File: config.mk
export PLATFORM = sky130hd
export DESIGN_NAME = mem_port_arbiter
export DESIGN_NICKNAME = d
export VERILOG_FILES = /design/src/rtl/mem_port_arbiter_pkg.sv /design/src/rtl/mem_port_arbiter_age_ctr.sv /design/src/rtl/mem_port_arbiter.sv
export SDC_FILE = /design/constraint.sdc
export NUM_CORES = 1
export LEC_CHECK = 0
export CORE_ASPECT_RATIO = 1.1
export CORE_MARGIN = 8
export CORE_UTILIZATION = 29
export DETAILED_ROUTE_END_ITERATION = 16
export GPL_TIMING_DRIVEN = 0
export PLACE_DENSITY = 0.68
export RECOVER_POWER = 100
export REMOVE_ABC_BUFFERS = 1
export SYNTH_ARGS = -nofsm -noshare
export SYNTH_HDL_FRONTEND = slang
export SYNTH_SLANG_ARGS = --single-unit
File: constraint.sdc
create_clock -name clk -period 10 [get_ports clk]
set_input_delay 2 -clock clk [delete_from_list [all_inputs] [get_ports clk]]
set_output_delay 2 -clock clk [all_outputs]
set_load 0.03 [all_outputs]
File: src/rtl/mem_port_arbiter_pkg.sv
// Shared widths and enums for the data-memory port arbiter (mem_port_arbiter).
// Optional starvation guard is selected by MEM_ARB_STARVE_GUARD_EN.
package mem_port_arbiter_pkg;

    localparam int unsigned ADDR_LINE = 16;
    localparam int unsigned D_SIZE    = 32;

    typedef enum logic [1:0] {
        IDLE,
        ISSUE,
        WAIT
    } arb_state_t;

    typedef enum logic {
        REQ_F,
        REQ_M
    } req_id_t;

endpackage

File: src/rtl/mem_port_arbiter_age_ctr.sv
// Saturating count of back-to-back Memory-stage grants taken while Fetch waits.
// Only instantiated when MEM_ARB_STARVE_GUARD_EN is defined.
module mem_arb_age_ctr #(
    parameter int unsigned LIMIT = 4
) (
    input  logic clk,
    input  logic reset,
    input  logic inc_i,
    input  logic clr_i,
    output logic full_o
);

    localparam int unsigned   AW      = $clog2(LIMIT + 1);
    localparam logic [AW-1:0] LIMIT_V = AW'(LIMIT);

    logic [AW-1:0] age_q;
    logic [AW-1:0] age_d;

    always_comb begin
        age_d = age_q;
        if (clr_i) begin
            age_d = '0;
        end else if (inc_i && (age_q != LIMIT_V)) begin
            age_d = age_q + AW'(1);
        end
    end

    always_ff @(posedge clk or posedge reset) begin
        if (reset) begin
            age_q <= '0;
        end else begin
            age_q <= age_d;
        end
    end

    assign full_o = (age_q == LIMIT_V);

endmodule

File: src/rtl/mem_port_arbiter.sv
// Arbitrates the single data-memory port between Fetch (read-only) and Memory stage.
// Define MEM_ARB_STARVE_GUARD_EN to force a Fetch grant after STARVE_LIMIT straight M grants.
module mem_port_arbiter #(
    parameter int unsigned ADDR_LINE    = mem_port_arbiter_pkg::ADDR_LINE,
    parameter int unsigned D_SIZE       = mem_port_arbiter_pkg::D_SIZE,
    parameter int unsigned MEM_LAT      = 1,
    parameter int unsigned STARVE_LIMIT = 4
) (
    input  logic                 clk,
    input  logic                 reset,
    input  logic                 f_req,
    input  logic [ADDR_LINE-1:0] f_addr,
    output logic                 f_gnt,
    output logic                 f_rvalid,
    output logic [D_SIZE-1:0]    f_rdata,
    input  logic                 m_req,
    input  logic                 m_rw,
    input  logic [ADDR_LINE-1:0] m_addr,
    input  logic [D_SIZE-1:0]    m_wdata,
    output logic                 m_gnt,
    output logic                 m_rvalid,
    output logic [D_SIZE-1:0]    m_rdata,
    output logic                 stall_f,
    output logic                 stall_m,
    output logic                 mem_update,
    output logic                 mem_rw,
    output logic [ADDR_LINE-1:0] mem_addr,
    output logic [D_SIZE-1:0]    mem_wdata,
    input  logic [D_SIZE-1:0]    mem_rdata
);

    import mem_port_arbiter_pkg::*;

    if (MEM_LAT < 1 || STARVE_LIMIT < 1) begin : g_param_check
        $error("mem_port_arbiter: MEM_LAT and STARVE_LIMIT must be >= 1");
    end

    localparam int unsigned   CW       = (MEM_LAT > 1) ? $clog2(MEM_LAT) : 1;
    localparam logic [CW-1:0] CNT_INIT = CW'(MEM_LAT - 1);

    arb_state_t           state_q, state_d;
    req_id_t              owner_q, owner_d;
    logic                 rw_q, rw_d;
    logic [ADDR_LINE-1:0] addr_q, addr_d;
    logic [D_SIZE-1:0]    wdata_q, wdata_d;
    logic [CW-1:0]        cnt_q, cnt_d;
    logic [D_SIZE-1:0]    f_rdata_q, f_rdata_d;
    logic [D_SIZE-1:0]    m_rdata_q, m_rdata_d;
    logic                 force_f;

`ifdef MEM_ARB_STARVE_GUARD_EN
    logic age_inc;
    logic age_clr;
    logic age_full;

    assign age_inc = (state_q == ISSUE) && (owner_q == REQ_M) && f_req;
    assign age_clr = (state_q == ISSUE) && ((owner_q == REQ_F) || !f_req);
    assign force_f = f_req && age_full;

    mem_arb_age_ctr #(
        .LIMIT (STARVE_LIMIT)
    ) u_age_ctr (
        .clk    (clk),
        .reset  (reset),
        .inc_i  (age_inc),
        .clr_i  (age_clr),
        .full_o (age_full)
    );
`else
    assign force_f = 1'b0;
`endif

    always_comb begin
        state_d    = state_q;
        owner_d    = owner_q;
        rw_d       = rw_q;
        addr_d     = addr_q;
        wdata_d    = wdata_q;
        cnt_d      = cnt_q;
        f_rdata_d  = f_rdata_q;
        m_rdata_d  = m_rdata_q;
        f_gnt      = 1'b0;
        m_gnt      = 1'b0;
        f_rvalid   = 1'b0;
        m_rvalid   = 1'b0;
        mem_update = 1'b0;
        mem_rw     = 1'b0;
        mem_addr   = '0;
        mem_wdata  = '0;

        unique case (state_q)
            IDLE: begin
                if (m_req && !force_f) begin
                    owner_d = REQ_M;
                    rw_d    = m_rw;
                    addr_d  = m_addr;
                    wdata_d = m_wdata;
                    state_d = ISSUE;
                end else if (f_req) begin
                    owner_d = REQ_F;
                    rw_d    = 1'b0;
                    addr_d  = f_addr;
                    wdata_d = '0;
                    state_d = ISSUE;
                end
            end
            ISSUE: begin
                mem_update = 1'b1;
                mem_rw     = rw_q;
                mem_addr   = addr_q;
                mem_wdata  = wdata_q;
                f_gnt      = (owner_q == REQ_F);
                m_gnt      = (owner_q == REQ_M);
                cnt_d      = CNT_INIT;
                state_d    = WAIT;
            end
            WAIT: begin
                if (cnt_q != '0) begin
                    cnt_d = cnt_q - CW'(1);
                end else begin
                    if (owner_q == REQ_F) begin
                        f_rvalid  = 1'b1;
                        f_rdata_d = mem_rdata;
                    end else begin
                        m_rvalid = 1'b1;
                        if (!rw_q) begin
                            m_rdata_d = mem_rdata;
                        end
                    end
                    state_d = IDLE;
                end
            end
            default: state_d = IDLE;
        endcase
    end

    always_ff @(posedge clk or posedge reset) begin
        if (reset) begin
            state_q   <= IDLE;
            owner_q   <= REQ_F;
            rw_q      <= 1'b0;
            addr_q    <= '0;
            wdata_q   <= '0;
            cnt_q     <= '0;
            f_rdata_q <= '0;
            m_rdata_q <= '0;
        end else begin
            state_q   <= state_d;
            owner_q   <= owner_d;
            rw_q      <= rw_d;
            addr_q    <= addr_d;
            wdata_q   <= wdata_d;
            cnt_q     <= cnt_d;
            f_rdata_q <= f_rdata_d;
            m_rdata_q <= m_rdata_d;
        end
    end

    // Read data is presented in the rvalid cycle itself and held from the register afterwards.
    assign f_rdata = f_rdata_d;
    assign m_rdata = m_rdata_d;

    assign stall_f = f_req & ~f_rvalid;
    assign stall_m = m_req & ~m_rvalid;

endmodule

==> results.cfg, run 1 <==
[cells_and_area]
drive_above_1_share = 0.1292
antenna_cells = 0
syn_to_final_growth_pct = 59.37
nFillCells = 1478
final_util = 0.4721
design_area_um2 = 7729
final_common_cell = dlygate4sd3_1
nNetsFinal = 654
final_cell_mix = dlygate4sd3_1, dfrtp_1, clkdlybuf4s50_1, mux2_1, and2_1

[worst_setup_path]
required_ns = 9.79
crit_start = reset
r2r-end = addr_q[8]
path_buf_inv = 3
reg2reg_from = state_q[1]
crit_family = buffers and inverters
startpoint_type = input pin
rr_worst_depth = 4
crit_end = f_rdata_q[29]
crit_chain = dlygate4sd3_1, clkinvlp_2, clkbuf_1
crit_fanout = 61
worst_ep_arrival_time_ns = 6.36
slowest_stage = clkbuf_1
critPathMaxStageDelay_ns = 2.33
endpoint_kind = asynchronous set/reset pin
critical_path_class = in -> async
r2r_slack_ns = 6.87
path_depth = 3

[power_and_ir_drop]
switching_power_mw = 1.137
clkPwrFrac = 0.202
ir_drop_mv = 0.1327
p_int_mw = 1.649
p_sw_frac = 0.4081
power.leakage_nw = 3.414
pwr-share-comb = 0.514
seq_power_share = 0.284
p_per_area_nw_per_um2 = 360.4

[cts]
cts_hold_buf = 0
cts_sinks = 116
h-tree-depth = 4
clk_latency_ns = 0.41
cts_buffers = 17
cts_resized = 0
cts_tree = built
postCtsSetupRepairBufs = 0
clockBufferDepth = 2
cts-root-buf = clkbuf_16
clk_pin_slew_ns = 0.05

[die]
fp.dieW_um = 139.3
io_pins = 221
start_util = 0.2963
core_um2 = 16370
rows = 49
die_y_um = 151.6
dieArea_um2 = 21120

[timing]
fmax_mhz = 152.3
slew_violations = 234
layout_min_cycle_time_ns = 6.568
tightest_slew_ns = 3.185
timing.hold.ws_ns = 0.4735
setup_ws_ns = 3.432
setup_viol = 0
tns_ns = 0
hold_viol_final = 0
maxSlewHeadroom = -1.123
finalCritPeriodShare = 0.6568
rsz0062_at_grt = no
fin_worst_skew_ns = 0.009550

[yosys]
ys_warn_count = 0
synth_mux_area_frac = 0.2229
ys_ff_latch = 116
synth_top_family_by_area = multiplexers
syn_avg_cell_area_um2 = 14.61
synth_compound_area_frac = 0.06295
synth_area_leaders = dfrtp_1, mux2_2, and2_1
yosys.area.top_type = dfrtp_1
synth_cells = 332
post_synth_num_cell_types = 19
seq_area_frac_synth = 0.5986
synthAdderAreaFrac = 0
synthSimpleGateAreaFrac = 0.08101
synth-xor-area-share = 0
synth_area_um2 = 4850
yosys.area.top_type_share = 0.5986

[place]
gp_congestion = 0.6981
portBuffers = 220
dpl-instance-area_um2 = 7248
hpwl_um = 10260
place_ws_ns = 4.034

[routing]
wl_per_cell_um = 17.87
routed_wl_um = 13740
drc = 0
viasPerCell = 4.523
routed-via-count = 3478
drt_pass1_iterations = 4
antenna_left = 0
drt-initial-drc-count = 102

[grt]
grt_pass1_wl_um = 22270
top_usage_layer = met2
met2_usage = 0.2267
antenna_found_initial = 0
use_met3 = 0.06894
track_usage = 0.1349
use_met1 = 0.1413
grt_pass1_vias = 4098
grt_max_degree = 62
grt_remaining_overflow = 0

[flow_run]
maxCapViolations = 6

[outcome]
status = finished, violations left
violations = capacitance limit, slew limit

[hold_path]
hold_path_class = reg -> reg
logic make-up (layout without fill, tap and decap cells):
| kind of cell | Yosys count | after routing |
|---|---|---|
| muxes | 96 | 96 |
| DFF | 116 | 116 |
| and+or+nand+nor | 60 | 60 |
| AOI/OAI and AO/OA | 35 | 35 |
| buffers and inverters | 25 | 258 |
worst min path at each step:
stage,from,cells after the start,endpoint,slack [ns]
2_1_floorplan,wdata_q[0],1,wdata_q[0],0.46
3_3_place_gp,m_rdata_q[1],1,m_rdata_q[1],0.47
3_5_place_dp,m_rdata_q[0],1,m_rdata_q[0],0.48
4_1_cts,m_rdata_q[0],1,m_rdata_q[0],0.49
5_1_grt,m_rdata_q[0],1,m_rdata_q[0],0.49
6_report,m_rdata_q[12],1,m_rdata_q[12],0.47
per-stage QoR:
step	total power [mW]	instances
2_1_floorplan	1.724	310
4_1_cts	2.984	769
6_report	2.785	769
5_1_grt	2.947	769
3_5_place_dp	2.402	738
3_3_place_gp	2.346	734
cells in the mapped netlist:
cell,n
a22o_1,33
nor3b_4,1
dfrtp_1,116
inv_1,3
and2_1,52
nor2_1,1
buf_4,2
nand3b_1,1
clkbuf_8,1
o21ai_2,1
clkbuf_1,4
nor2b_1,3
buf_2,9
nor2_4,1
mux2_1,4
mux2_2,92
a21o_1,1
and2b_1,1
buf_6,6
power groups by stage:
stage	logic [mW]	clock network (mW)	registers [mW]
4_1_cts	1.60	0.583	0.800
3_5_place_dp	1.60	0	0.804
6_report	1.43	0.564	0.791
2_1_floorplan	0.952	0	0.772
3_3_place_gp	1.55	0	0.792
5_1_grt	1.52	0.603	0.820
registers in the layout, indices dropped and copies added (netlist names):
signal	flops
m_rdata_q	32
addr_q	16
wdata_q	32
owner_q	1
f_rdata_q	32
rw_q	1
state_q	2
layout make-up:
type                            instances  area (um2)  share of cell area
Sequential cell                       116        2903              0.3756
Inverter                                3       12.51            0.001619
Timing Repair Buffer                  224        2240              0.2898
Clock inverter                          9       80.08             0.01036
Multi-Input combinational cell        191        1764              0.2283
Clock buffer                           22       474.2             0.06136
Tap cell                              204       255.2             0.03303
routing by layer:
| layer | vias to the layer above | routed length [um] |
|---|---|---|
| met5 | - | 0 |
| met4 | 0 | 253 |
| met3 | 17 | 1377 |
| met2 | 158 | 6658 |
| met1 | 1701 | 5450 |
| li1 | 1602 | - |
(Power assumes the default switching activity.)
==> run 2: changes to the inputs <==
==> constraint.sdc (replaced) <==
create_clock -name clk -period 6.4 [get_ports clk]
set_input_delay 1.28 -clock clk [delete_from_list [all_inputs] [get_ports clk]]
set_output_delay 1.28 -clock clk [all_outputs]
set_load 0.03 [all_outputs]
==> results.cfg, run 2 (synthesized netlist as in run 1, its figures left out) <==
[timing]
timing.hold.ws_ns = 0.4721
layout_min_cycle_time_ns = 4.896
finalCritPeriodShare = 0.7650
maxSlewHeadroom = -0.7629
tns_ns = 0
setup_viol = 0
tightest_slew_ns = 2.617
fmax_mhz = 204.3
hold_viol_final = 0
fin_worst_skew_ns = 0.009363
rsz0062_at_grt = no
slew_violations = 83

[cells_and_area]
final_cells = 769
antenna_cells = 0
final_cell_mix = dlygate4sd3_1, dfrtp_1, clkdlybuf4s50_1, mux2_1, and2_1
drive_above_1_share = 0.1398
nFillCells = 1477
reg.largest.list = f_rdata_q x32, m_rdata_q x32, wdata_q x32
final_common_cell = dlygate4sd3_1
syn_to_final_growth_pct = 59.88
nNetsFinal = 654

[hold_path]
hold_path_class = reg -> reg

[routing]
drt_pass1_iterations = 4
drc = 0
wl_per_cell_um = 17.89
antenna_left = 0
routed_wl_um = 13760
routed-via-count = 3478
viasPerCell = 4.523
drt-initial-drc-count = 126

[cts]
h-tree-depth = 4
cts_hold_buf = 0
cts_resized = 0
cts_sinks = 116
clk_latency_ns = 0.41
cts-root-buf = clkbuf_16
clk_pin_slew_ns = 0.05
postCtsSetupRepairBufs = 0
cts_buffers = 17
clockBufferDepth = 2
cts_tree = built

[power_and_ir_drop]
ir_drop_mv = 0.2075
p_per_area_nw_per_um2 = 563.9
power.leakage_nw = 3.448

[die]
dieArea_um2 = 21120
io_pins = 221
fp.dieW_um = 139.3
core_um2 = 16370
start_util = 0.2963
rows = 49
die_y_um = 151.6

[place]
dpl.cell_count = 738
gp_congestion = 0.6981
hpwl_um = 10260
portBuffers = 220

[worst_setup_path]
crit_family = simple AND/OR/NAND/NOR gates
worst_ep_arrival_time_ns = 3.62
critical_path_class = reg -> out
startpoint_type = flip-flop
slowest_stage = nor3b_1
crit_fanout = 15
endpoint_kind = output pin
critPathMaxStageDelay_ns = 1.25
path_common_cell = buf_8
required_ns = 5.12
path_buf_inv = 3
crit_chain = nor3b_1, buf_8, buf_8, mux2_1, dlygate4sd3_1

[grt]
grt_remaining_overflow = 0
grt_pass1_wl_um = 22270
grt_max_degree = 62
antenna_found_initial = 0
grt_pass1_vias = 4098
track_usage = 0.1349

[flow_run]
maxCapViolations = 3

[outcome]
status = finished, violations left
violations = capacitance limit, slew limit
-- run 2: worst reg2reg max path, cell delays in order, from the launching register on --
cell and delay, ns:
dfrtp_1 0.44, nor3b_1 1.25, buf_8 0.28, buf_8 0.19
mux2_1 0.36
-- run 2: path summary, 6_finish.rpt --
check,start,to,slack (ns),depth (start not counted)
min reg2reg,m_rdata_q[12],m_rdata_q[12],0.47,1
min,m_rdata_q[12],m_rdata_q[12],0.47,1
max in group asynchronous,reset,f_rdata_q[29],2.04,3
min in group asynchronous,reset,addr_q[15],2.01,2
max reg2reg,state_q[1],f_rdata_q[6],3.76,4
max,state_q[1],f_rdata[6],1.50,5
-- run 2: power breakdown --
part           switching, mW  internal (mW)  total (mW)
Combinational           1.33          0.928        2.25
Clock                  0.322          0.559       0.881
Sequential             0.132           1.11        1.24
-- run 2: through the flow --
step | worst slack (ns) | power (mW) | instance area (um2) | utilization
6_report | 1.504 | 4.373 | 7754 | 0.4737
5_1_grt | 1.262 | 4.625 | 7754 | 0.4737
4_1_cts | 1.874 | 4.663 | 7802 | 0.4766
3_5_place_dp | 1.874 | 3.753 | 7248 | 0.4428
3_3_place_gp | 0.3713 | 3.665 | 7151 | 0.4368
2_1_floorplan | 2.048 | 2.694 | 4693 | -
-- run 2: layout make-up --
cell class	instances	area, um2	share of cell area
inverter	3	12.51	0.001614
clock inverter	9	80.08	0.01033
sequential	116	2903	0.3744
tap	204	255.2	0.03292
timing repair buffer	224	2257	0.2911
clock buffer	22	474.2	0.06116
multi-input combinational	191	1772	0.2285
-- run 2: routing by layer --
metal,track usage,up-vias,routed length [um]
met4,0.05766,0,253
met3,0.06894,17,1366
met1,0.1413,1703,5484
li1,-,1604,-
met5,0,-,0
met2,0.2267,154,6656
==> run 3: changes to the inputs <==
==> constraint.sdc (replaced) <==
create_clock -name clk -period 4.71 [get_ports clk]
set_input_delay 0.942 -clock clk [delete_from_list [all_inputs] [get_ports clk]]
set_output_delay 0.942 -clock clk [all_outputs]
set_load 0.03 [all_outputs]
==> results.cfg, run 3 (synthesized netlist as in run 1, its figures left out) <==
[power_and_ir_drop]
clkPwrFrac = 0.202
power.leakage_nw = 3.451
switching_power_mw = 2.420
p_per_area_nw_per_um2 = 763.5
seq_power_share = 0.284
p_sw_frac = 0.4081
pwr-share-comb = 0.514
ir_drop_mv = 0.2818
p_int_mw = 3.510
total_power_mw = 5.930

[timing]
rsz0062_at_grt = no
finalCritPeriodShare = 0.8701
maxSlewHeadroom = -0.7520
layout_min_cycle_time_ns = 4.098
slew_violations = 163
fin_worst_skew_ns = 0.01019
hold_viol_final = 0
tns_ns = 0
setup_viol = 0
fmax_mhz = 244.0
tightest_slew_ns = 2.614
timing.hold.ws_ns = 0.4734

[die]
core_um2 = 16370
fp.dieW_um = 139.3
start_util = 0.2963
io_pins = 221
die_y_um = 151.6
rows = 49
dieArea_um2 = 21120

[routing]
viasPerCell = 4.516
drc = 0
drt_pass1_iterations = 4
routed_wl_um = 13740
drt-initial-drc-count = 113
antenna_left = 0
routed-via-count = 3473
wl_per_cell_um = 17.86

[grt]
grt_remaining_overflow = 0
antenna_found_initial = 0
grt_max_degree = 62
track_usage = 0.1349
grt_pass1_vias = 4098
grt_pass1_wl_um = 22270

[cells_and_area]
antenna_cells = 0
drive_above_1_share = 0.1451
nFillCells = 1474
multiInputGateArea_um2 = 1778
reg.largest.list = f_rdata_q x32, m_rdata_q x32, wdata_q x32
final_common_cell = dlygate4sd3_1
final-seq-area_um2 = 2903
final_cell_mix = dlygate4sd3_1, dfrtp_1, clkdlybuf4s50_1, mux2_1, and2_1
syn_to_final_growth_pct = 60.17
nNetsFinal = 654

[worst_setup_path]
worst_ep_arrival_time_ns = 3.16
crit_start = state_q[0]
startpoint_type = flip-flop
reg2reg_from = state_q[0]
required_ns = 3.77
crit_fanout = 52
crit_family = simple AND/OR/NAND/NOR gates
path_buf_inv = 1
crit_chain = nor2b_2, and2_1, dlygate4sd3_1
critPathMaxStageDelay_ns = 1.27
critical_path_class = reg -> out
endpoint_kind = output pin
slowest_stage = nor2b_2

[place]
gp_congestion = 0.6981
portBuffers = 220
hpwl_um = 10260

[cts]
postCtsSetupRepairBufs = 0
cts_hold_buf = 0
h-tree-depth = 4
clockBufferDepth = 2
cts-root-buf = clkbuf_16
clk_latency_ns = 0.41
cts_sinks = 116
cts_resized = 0
cts_buffers = 17
cts_tree = built
clk_pin_slew_ns = 0.05

[outcome]
status = finished, violations left
violations = capacitance limit, slew limit

[flow_run]
maxCapViolations = 4

[hold_path]
hold_path_class = reg -> reg
hold_start = m_rdata_q[12]
==> run 3: cell counts in the layout (fill, tap and decap cells not counted) <==
Identical to the previous run, type by type.
==> run 3: layout make-up <==
| cell class | instances | area share |
|---|---|---|
| flip-flops and latches | 116 | 0.3737 |
| repair buffers | 224 | 0.2916 |
| multi-input cells | 191 | 0.2289 |
| clock buffers | 22 | 0.06105 |
| well taps | 204 | 0.03286 |
| clock inverters | 9 | 0.01031 |
| inverters | 3 | 0.001611 |
==> run 3: worst paths after layout <==
kind	slack, ns	cells after the start	to
max	0.61	3	mem_rw
min	0.47	1	m_rdata_q[12]
max reg2reg	2.11	4	addr_q[14]
min reg2reg	0.47	1	m_rdata_q[12]
max in group asynchronous	1.80	2	f_rdata_q[22]
min in group asynchronous	1.71	2	addr_q[15]
==> run 3: power by group through the flow <==
stage	registers (mW)	logic, mW	clock network (mW)
after CTS	1.70	3.40	1.24
after detailed placement	1.71	3.39	0
final	1.68	3.05	1.20
after floorplan	1.64	2.02	0
after global routing	1.75	3.25	1.28
after global placement	1.68	3.30	0
==> run 3: worst register-to-register path, stage by stage, from the launching register on <==
cell	delay [ns]
dfrtp_1	0.41
nor2_1	0.08
o21ai_1	0.80
clkbuf_2	0.77
mux2_2	0.42
==> run 3: per-layer routing <==
metal	track usage	up-vias	wire length, um
met2	0.2267	154	6631
met1	0.1413	1697	5484
met5	0	-	0
li1	-	1605	-
met4	0.05766	0	253
met3	0.06894	17	1365
==> run 3: through the flow <==
stage	worst slack, ns	cells	utilization	area, um2
2_1_floorplan	0.6956	310	-	4693
6_report	0.6117	769	0.4745	7767
4_1_cts	0.6278	769	0.4766	7802
3_3_place_gp	-0.9807	734	0.4368	7151
5_1_grt	0.3131	769	0.4745	7767
3_5_place_dp	0.8604	738	0.4428	7248
